File: config.mk
export PLATFORM = sky130hd
export DESIGN_NAME = stack_cmd_sequencer
export DESIGN_NICKNAME = d
export VERILOG_FILES = /design/src/rtl/stack_cmd_sequencer.sv
export SDC_FILE = /design/constraint.sdc
export NUM_CORES = 1
export LEC_CHECK = 0
export ABC_AREA = 0
export BUFFER_PORTS_ARGS = -buffer_cell sky130_fd_sc_hd__clkbuf_2
export CORE_MARGIN = 3
export CORE_UTILIZATION = 43
export DETAILED_ROUTE_END_ITERATION = 12
export PLACE_DENSITY = 0.74
export RECOVER_POWER = 50
export SLEW_MARGIN = 40
export SYNTH_ARGS = -nofsm -noshare
export SYNTH_HDL_FRONTEND = slang
export SYNTH_SLANG_ARGS = --single-unit
File: constraint.sdc
create_clock -name clk -period 1.7 [get_ports clk]
set_input_delay 0.17 -clock clk [delete_from_list [all_inputs] [get_ports clk]]
set_output_delay 0.17 -clock clk [all_outputs]
set_load 0.05 [all_outputs]
File: src/rtl/stack_cmd_sequencer.sv
// Sequences push/pop/get requests onto a downstream stack with one-cycle command issue.
// Latency: 2 cycles accept-to-response for a stack op, 1 cycle for nop/illegal; no response backpressure.
module stack_cmd_sequencer #(
    parameter int DEPTH = 5,
    parameter int WIDTH = 4
) (
    input  logic             clk,
    input  logic             reset,
    input  logic             req_valid,
    output logic             req_ready,
    input  logic [1:0]       req_op,
    input  logic [WIDTH-1:0] req_data,
    input  logic [2:0]       req_index,
    output logic             rsp_valid,
    output logic [WIDTH-1:0] rsp_data,
    output logic             rsp_err,
    output logic [1:0]       stk_command,
    output logic [2:0]       stk_index,
    output logic [WIDTH-1:0] stk_wdata,
    input  logic [WIDTH-1:0] stk_rdata,
    output logic             stk_reset,
    output logic [2:0]       count,
    output logic             full,
    output logic             empty
);

    typedef enum logic [1:0] {IDLE, ISSUE, RESP} state_t;

    localparam logic [1:0] OP_NOP  = 2'b00;
    localparam logic [1:0] OP_PUSH = 2'b01;
    localparam logic [1:0] OP_POP  = 2'b10;
    localparam logic [2:0] DEPTH_C = 3'(DEPTH);

    state_t           state_q, state_d;
    logic [1:0]       op_q;
    logic [WIDTH-1:0] data_q;
    logic [2:0]       idx_q;
    logic [2:0]       count_q;
    logic [WIDTH-1:0] rsp_data_q;
    logic             rsp_err_q;

    logic             accept;
    logic             legal;
    logic [2:0]       idx_mod;

    assign count     = count_q;
    assign full      = (count_q == DEPTH_C);
    assign empty     = (count_q == 3'd0);
    assign stk_reset = ~reset;
    assign rsp_data  = rsp_data_q;
    assign rsp_err   = rsp_err_q;
    assign accept    = req_valid && req_ready;
    assign idx_mod   = (req_index >= DEPTH_C) ? (req_index - DEPTH_C) : req_index;

    // Legality is judged on the occupancy seen at the accept edge.
    always_comb begin
        legal = 1'b0;
        case (req_op)
            OP_PUSH: legal = !full;
            OP_POP:  legal = !empty;
            2'b11:   legal = (idx_mod < count_q);
            default: legal = 1'b0;
        endcase
    end

    always_ff @(posedge clk or negedge reset) begin
        if (!reset) begin
            state_q <= IDLE;
        end else begin
            state_q <= state_d;
        end
    end

    always_comb begin
        state_d = state_q;
        case (state_q)
            IDLE:    if (accept) state_d = (legal && req_op != OP_NOP) ? ISSUE : RESP;
            ISSUE:   state_d = RESP;
            RESP:    state_d = IDLE;
            default: state_d = IDLE;
        endcase
    end

    // Stack command is a pure decode of ISSUE so an async reset drops it at once.
    always_comb begin
        req_ready   = (state_q == IDLE) && reset;
        rsp_valid   = (state_q == RESP);
        stk_command = 2'b00;
        stk_index   = 3'd0;
        stk_wdata   = '0;
        if (state_q == ISSUE) begin
            stk_command = op_q;
            stk_index   = idx_q;
            stk_wdata   = data_q;
        end
    end

    always_ff @(posedge clk or negedge reset) begin
        if (!reset) begin
            op_q       <= OP_NOP;
            data_q     <= '0;
            idx_q      <= 3'd0;
            count_q    <= 3'd0;
            rsp_data_q <= '0;
            rsp_err_q  <= 1'b0;
        end else begin
            if (accept) begin
                op_q   <= req_op;
                data_q <= req_data;
                idx_q  <= req_index;
                if (!(legal && req_op != OP_NOP)) begin
                    rsp_err_q  <= (req_op != OP_NOP);
                    rsp_data_q <= '0;
                end
            end
            if (state_q == ISSUE) begin
                rsp_err_q  <= 1'b0;
                rsp_data_q <= (op_q == OP_PUSH) ? '0 : stk_rdata;
                if (op_q == OP_PUSH) begin
                    count_q <= count_q + 3'd1;
                end else if (op_q == OP_POP) begin
                    count_q <= count_q - 3'd1;
                end
            end
        end
    end

endmodule
; ---- Yosys cells after proc, flatten, opt, wreduce, memory -nomap -nowiden
; Index checks and enable logic that the tools add are counted.
[word_totals]
ff_bits = 19
inputBits = 16
out_inout_bits = 22
elab_cells = 52
[op_classes]
addsub = 3
magnitude_cmp = 2
eq_ne = 10
muxes = 17
bitwise = 1
n_reduce_logical = 12
[ops]
columns = cell, n
row1 = 4-bit 2-to-1 mux, 5
row2 = 3-bit 2-to-1 mux, 4
row3 = "2-bit == test, second input constant", 4
row4 = "2-bit by 1-bit == test with 1-bit output, second input constant", 3
row5 = 2-bit 2-to-1 mux, 3
row6 = 2-bit nonzero test, 3
row7 = 2-bit one-hot mux with 2 select lines, 1
row8 = 2-bit AND reduction, 2
row9 = "3-bit by 1-bit adder with 3-bit output, second input constant", 1
row10 = "3-bit == test, second input constant", 1
row11 = "3-bit >= comparator, second input constant", 1
row12 = 1-bit logical AND, 3
row13 = 3-bit zero test, 1
row14 = 3-bit less-than comparator, 1
row15 = 1-bit 2-to-1 mux, 3
row16 = 1-bit one-hot mux with 3 select lines, 1
row17 = "3-bit by 1-bit subtractor with 3-bit output, second input constant", 1
row18 = "3-bit subtractor, second input constant", 1
row19 = 1-bit zero test, 2
row20 = 2-bit zero test, 1
row21 = "2-bit by 1-bit inequality test with 1-bit output, second input constant", 1
row22 = "2-bit inequality test, second input constant", 1
row23 = 1-bit inverter, 1

; ---- Longest topological paths before layout
[depth]
word_depth = 8
ltp_mapped = 10
depth_no_buf = 10

; ---- Worst setup path before layout
; No wires, ideal clock.
[synth_timing]
path_type = input to register
startpoint = in reset
endpoint = reg data_q[0]
setup_ns = 0.125
arrival_time_ns = 2.319
required_time_ns = 1.575
path_slack_ns = -0.744
path_stages = 5
path_buffers = 1
cell_sequence = inv_1 nor3_1 and2_1 buf_6 mux2_2
[synth_between]
elab_chain_cells = 2
[synth_rtl]
columns = element, line_no
row1 = start: declaration, 8  ; input logic reset,
row2 = 1-bit logical AND, 86  ; req_ready = (state_q == IDLE) && reset;
row3 = named net req_ready, 10  ; output logic req_ready,
row4 = 1-bit logical AND, 52  ; assign accept = req_valid && req_ready;
row5 = end signal: assignment, 109  ; data_q <= req_data;
row6 = end: declaration, 36  ; logic [WIDTH-1:0] data_q;
; The timed path passes the listed nets, and every way through them passes these cells.
; A chain may end at the register's enable or synchronous reset.

; ---- Worst setup path after layout
[layout_timing]
startpoint = reg count_q[2] (netlist: count[2])
endpoint = out empty
[layout_between]
elab_chain_cells = 1
[layout_rtl]
columns = element, line_no
row1 = start: declaration, 38  ; logic [2:0] count_q;
row2 = start signal: assignment, 120  ; count_q <= count_q + 3'd1;
row3 = start signal: assignment, 122  ; count_q <= count_q - 3'd1;
row4 = 3-bit zero test, 48  ; assign empty = (count_q == 3'd0);
row5 = end: declaration, 24  ; output logic empty
; No other way between the ends.

==> results.sh <==
export IMPL_synth_edff_count=0
export IMPL_crit_type="reg -> out"
export IMPL_status="complete, no violations"
export IMPL_hold_viol=0
export IMPL_synth_cell_types=29
export IMPL_dpl_hpwl_mm=1.83
export IMPL_cts_tree="done"
export IMPL_start_util=0.463
export IMPL_worstSetupStartpoint="count[2]"
export IMPL_antenna_found_initial=0
export IMPL_drt_wirelength_per_cell_um=12.7
export IMPL_syn_area_mm2=0.00105
export IMPL_r2r_start="count[2]"
export IMPL_initialDrtViolationCount=12
export IMPL_h_tree_depth=1
export IMPL_synth_warnings=0
export IMPL_holdWs_ns=0.0946
export IMPL_cts_root_buffer="clkbuf_4"
export IMPL_final_nets=172
export IMPL_syn_inst=101
export IMPL_max_cap_viol_count=0
export IMPL_numCtsBuffers=3
export IMPL_cp_max_fo=5
export IMPL_powerDensity_mw_per_mm2=1660
export IMPL_dp_cells=172
export IMPL_final_cells=177
export IMPL_port_buffers=37
export IMPL_dr_pass1_iters=4
export IMPL_cts_sinks=19
export IMPL_die_area_mm2=0.00308
export IMPL_grt_max_degree=20
export IMPL_io_pins=38
export IMPL_rows=17
export IMPL_viasPerCell=5.01
export IMPL_drc=0
export IMPL_final_max_slew_viol_count=0
export IMPL_finalCriticalPeriod_ns=1.61
export IMPL_seq_area_frac_synth=0.451
export IMPL_async_flop_share=1.00
export IMPL_avgSynthCellArea_um2=10.4
export IMPL_design_core_area_mm2=0.00228
export IMPL_critPathLaunchType="flop"
export IMPL_place_gp_congestion=0.703
export IMPL_synth_ff_type="dfrtp_1"
export IMPL_hold_path_class="in -> reg"
export IMPL_clk_latency_ns=0.30
export IMPL_vias=887
export IMPL_cp_arrival_ns=1.44
export IMPL_clockBufferDepth=2
export IMPL_finalSetupViolCount=0
export IMPL_area_growth_pct=34.4
export IMPL_fp_dieH_um=55.5
export IMPL_grt_pass1_wl_mm=3.85
export IMPL_path_clk_slew_ns=0.11
export IMPL_finalCritPeriodShare=0.946
export IMPL_vdd_drop_max_uv=1110
export IMPL_skew_ns=0.00149
export IMPL_holdCritStartpoint="req_data[1]"
export IMPL_endpoint_kind="primary output"
export IMPL_drt_total_wl_mm=2.25
export IMPL_grt_overflow_total=0
export IMPL_gr_usage_all_layers=0.157
export IMPL_drive_gt1_frac=0.416
export IMPL_yosys_register_bits=19
export IMPL_ant_nets=0
export IMPL_syn_num_nets=123
export IMPL_worstPathRequired_ns=1.53
export IMPL_tightest_slew_ns=1.03
export IMPL_n_antenna_cell=0
export IMPL_fmax_mhz=622
export IMPL_grt_pass1_vias=888
export IMPL_slew_limit_headroom=0.311
export IMPL_die_x_um=55.5
export IMPL_p_leak_nw=0.691
==> cell usage in the layout, fill, tap and decap left out, types with 2 or more instances in the layout <==
cell | netlist | routed
a21oi_1 | 3 | 3
and2_1 | 10 | 9
buf_2 | 0 | 3
buf_4 | 0 | 6
clkbuf_1 | 1 | 10
clkbuf_2 | 0 | 24
clkbuf_4 | 0 | 4
dfrtp_1 | 19 | 16
dfrtp_2 | 0 | 3
ha_1 | 5 | 3
inv_1 | 9 | 8
mux2_2 | 8 | 3
mux2_4 | 0 | 5
nand2_1 | 8 | 8
nand2b_1 | 3 | 3
nand3_1 | 4 | 4
nor2_1 | 5 | 5
nor3_4 | 1 | 2
o21a_1 | 2 | 2
o21ai_0 | 3 | 3
o21ai_1 | 4 | 4
xnor2_1 | 2 | 2
==> metal layers <==
layer  GRT usage  share of wire
met1       0.183           0.41
met2       0.272           0.53
met3      0.0467          0.051
met4      0.0521          0.010
met5           0              0
==> cell families (layout without fill, tap and decap cells) <==
kind of cell	after synthesis	count (layout)	share of synthesized area
flops	19	19	0.451
xor+xnor	3	3	0.0249
simple gates	37	37	0.195
fa+ha+maj	6	6	0.0783
buf+inv	11	59	0.0463
compound gates	16	16	0.110
mux	9	9	0.0949
==> worst max-delay path, cell delays in order (launching register included) <==
cell	delay, ns
dfrtp_2	0.43
buf_4	0.16
nor3_4	0.23
clkbuf_2	0.32
==> where the power goes <==
part           internal [mW]  leakage [nW]  switching [mW]  total (mW)
Sequential             0.636         0.231           0.152       0.789
Combinational          0.439         0.442           0.895        1.33
Clock                 0.0878        0.0177           0.143       0.231
Total                   1.16         0.691            1.19        2.35
==> cell usage after synthesis (2+ instances only) <==
cell	instances	area share
o21ai_1	4	0.019
inv_1	9	0.032
and2_1	10	0.059
ha_1	5	0.059
mux2_2	8	0.085
dfrtp_1	19	0.45
nand2_1	8	0.028
o21ai_0	3	0.014
nand2b_1	3	0.018
o21a_1	2	0.014
nor2b_1	2	0.012
nand3_1	4	0.019
nor2_1	5	0.018
a21oi_1	3	0.014
xnor2_1	2	0.017
==> final timing paths <==
check,to,slack [ns],depth (start not counted)
setup / recovery,empty,0.09,3
hold / removal,data_q[1],0.09,2
setup reg to reg,rsp_data[0],0.10,7
hold reg to reg,data_q[1],0.51,1
max in group asynchronous,count[0],0.34,3
min in group asynchronous,op_q[0],0.67,3
==> repair_timing <==
action,4_1_cts,5_1_grt
gates resized for setup,2,7
setup endpoints to repair,8,5
gates cloned,0,0
hold buffers,1,0
buffers inserted,0,0
pin swaps,0,1
hold endpoints to repair,19,0
==> per-stage QoR <==
step	utilization	power [mW]	setup TNS, ns	cell area (um^2)	setup slack [ns]
after floorplan	-	1.79	-0.693	1100	-0.0845
after global placement	0.607	2.12	-0.861	1380	-0.171
after detailed placement	0.607	2.16	-1.21	1380	-0.221
after CTS	0.627	2.41	0	1430	0.0568
after global routing	0.623	2.51	-0.00637	1420	-0.00637
final	0.623	2.35	0	1420	0.0914
==> state kept, by name, summed over array words and instances, names as in the netlist <==
signal	count
count	3
data_q	4
idx_q	3
op_q	2
rsp_data	4
rsp_err	1
state_q	2
==> layout make-up <==
| type | count | area [um^2] |
|---|---|---|
| fill | 214 | 858 |
| multi-input combinational | 71 | 587 |
| sequential | 19 | 479 |
| timing repair buffer | 46 | 255 |
| tap | 28 | 35.0 |
| inverter | 9 | 33.8 |
| clock buffer | 3 | 22.5 |
| clock inverter | 1 | 5.00 |
(Power assumes the default switching activity.)
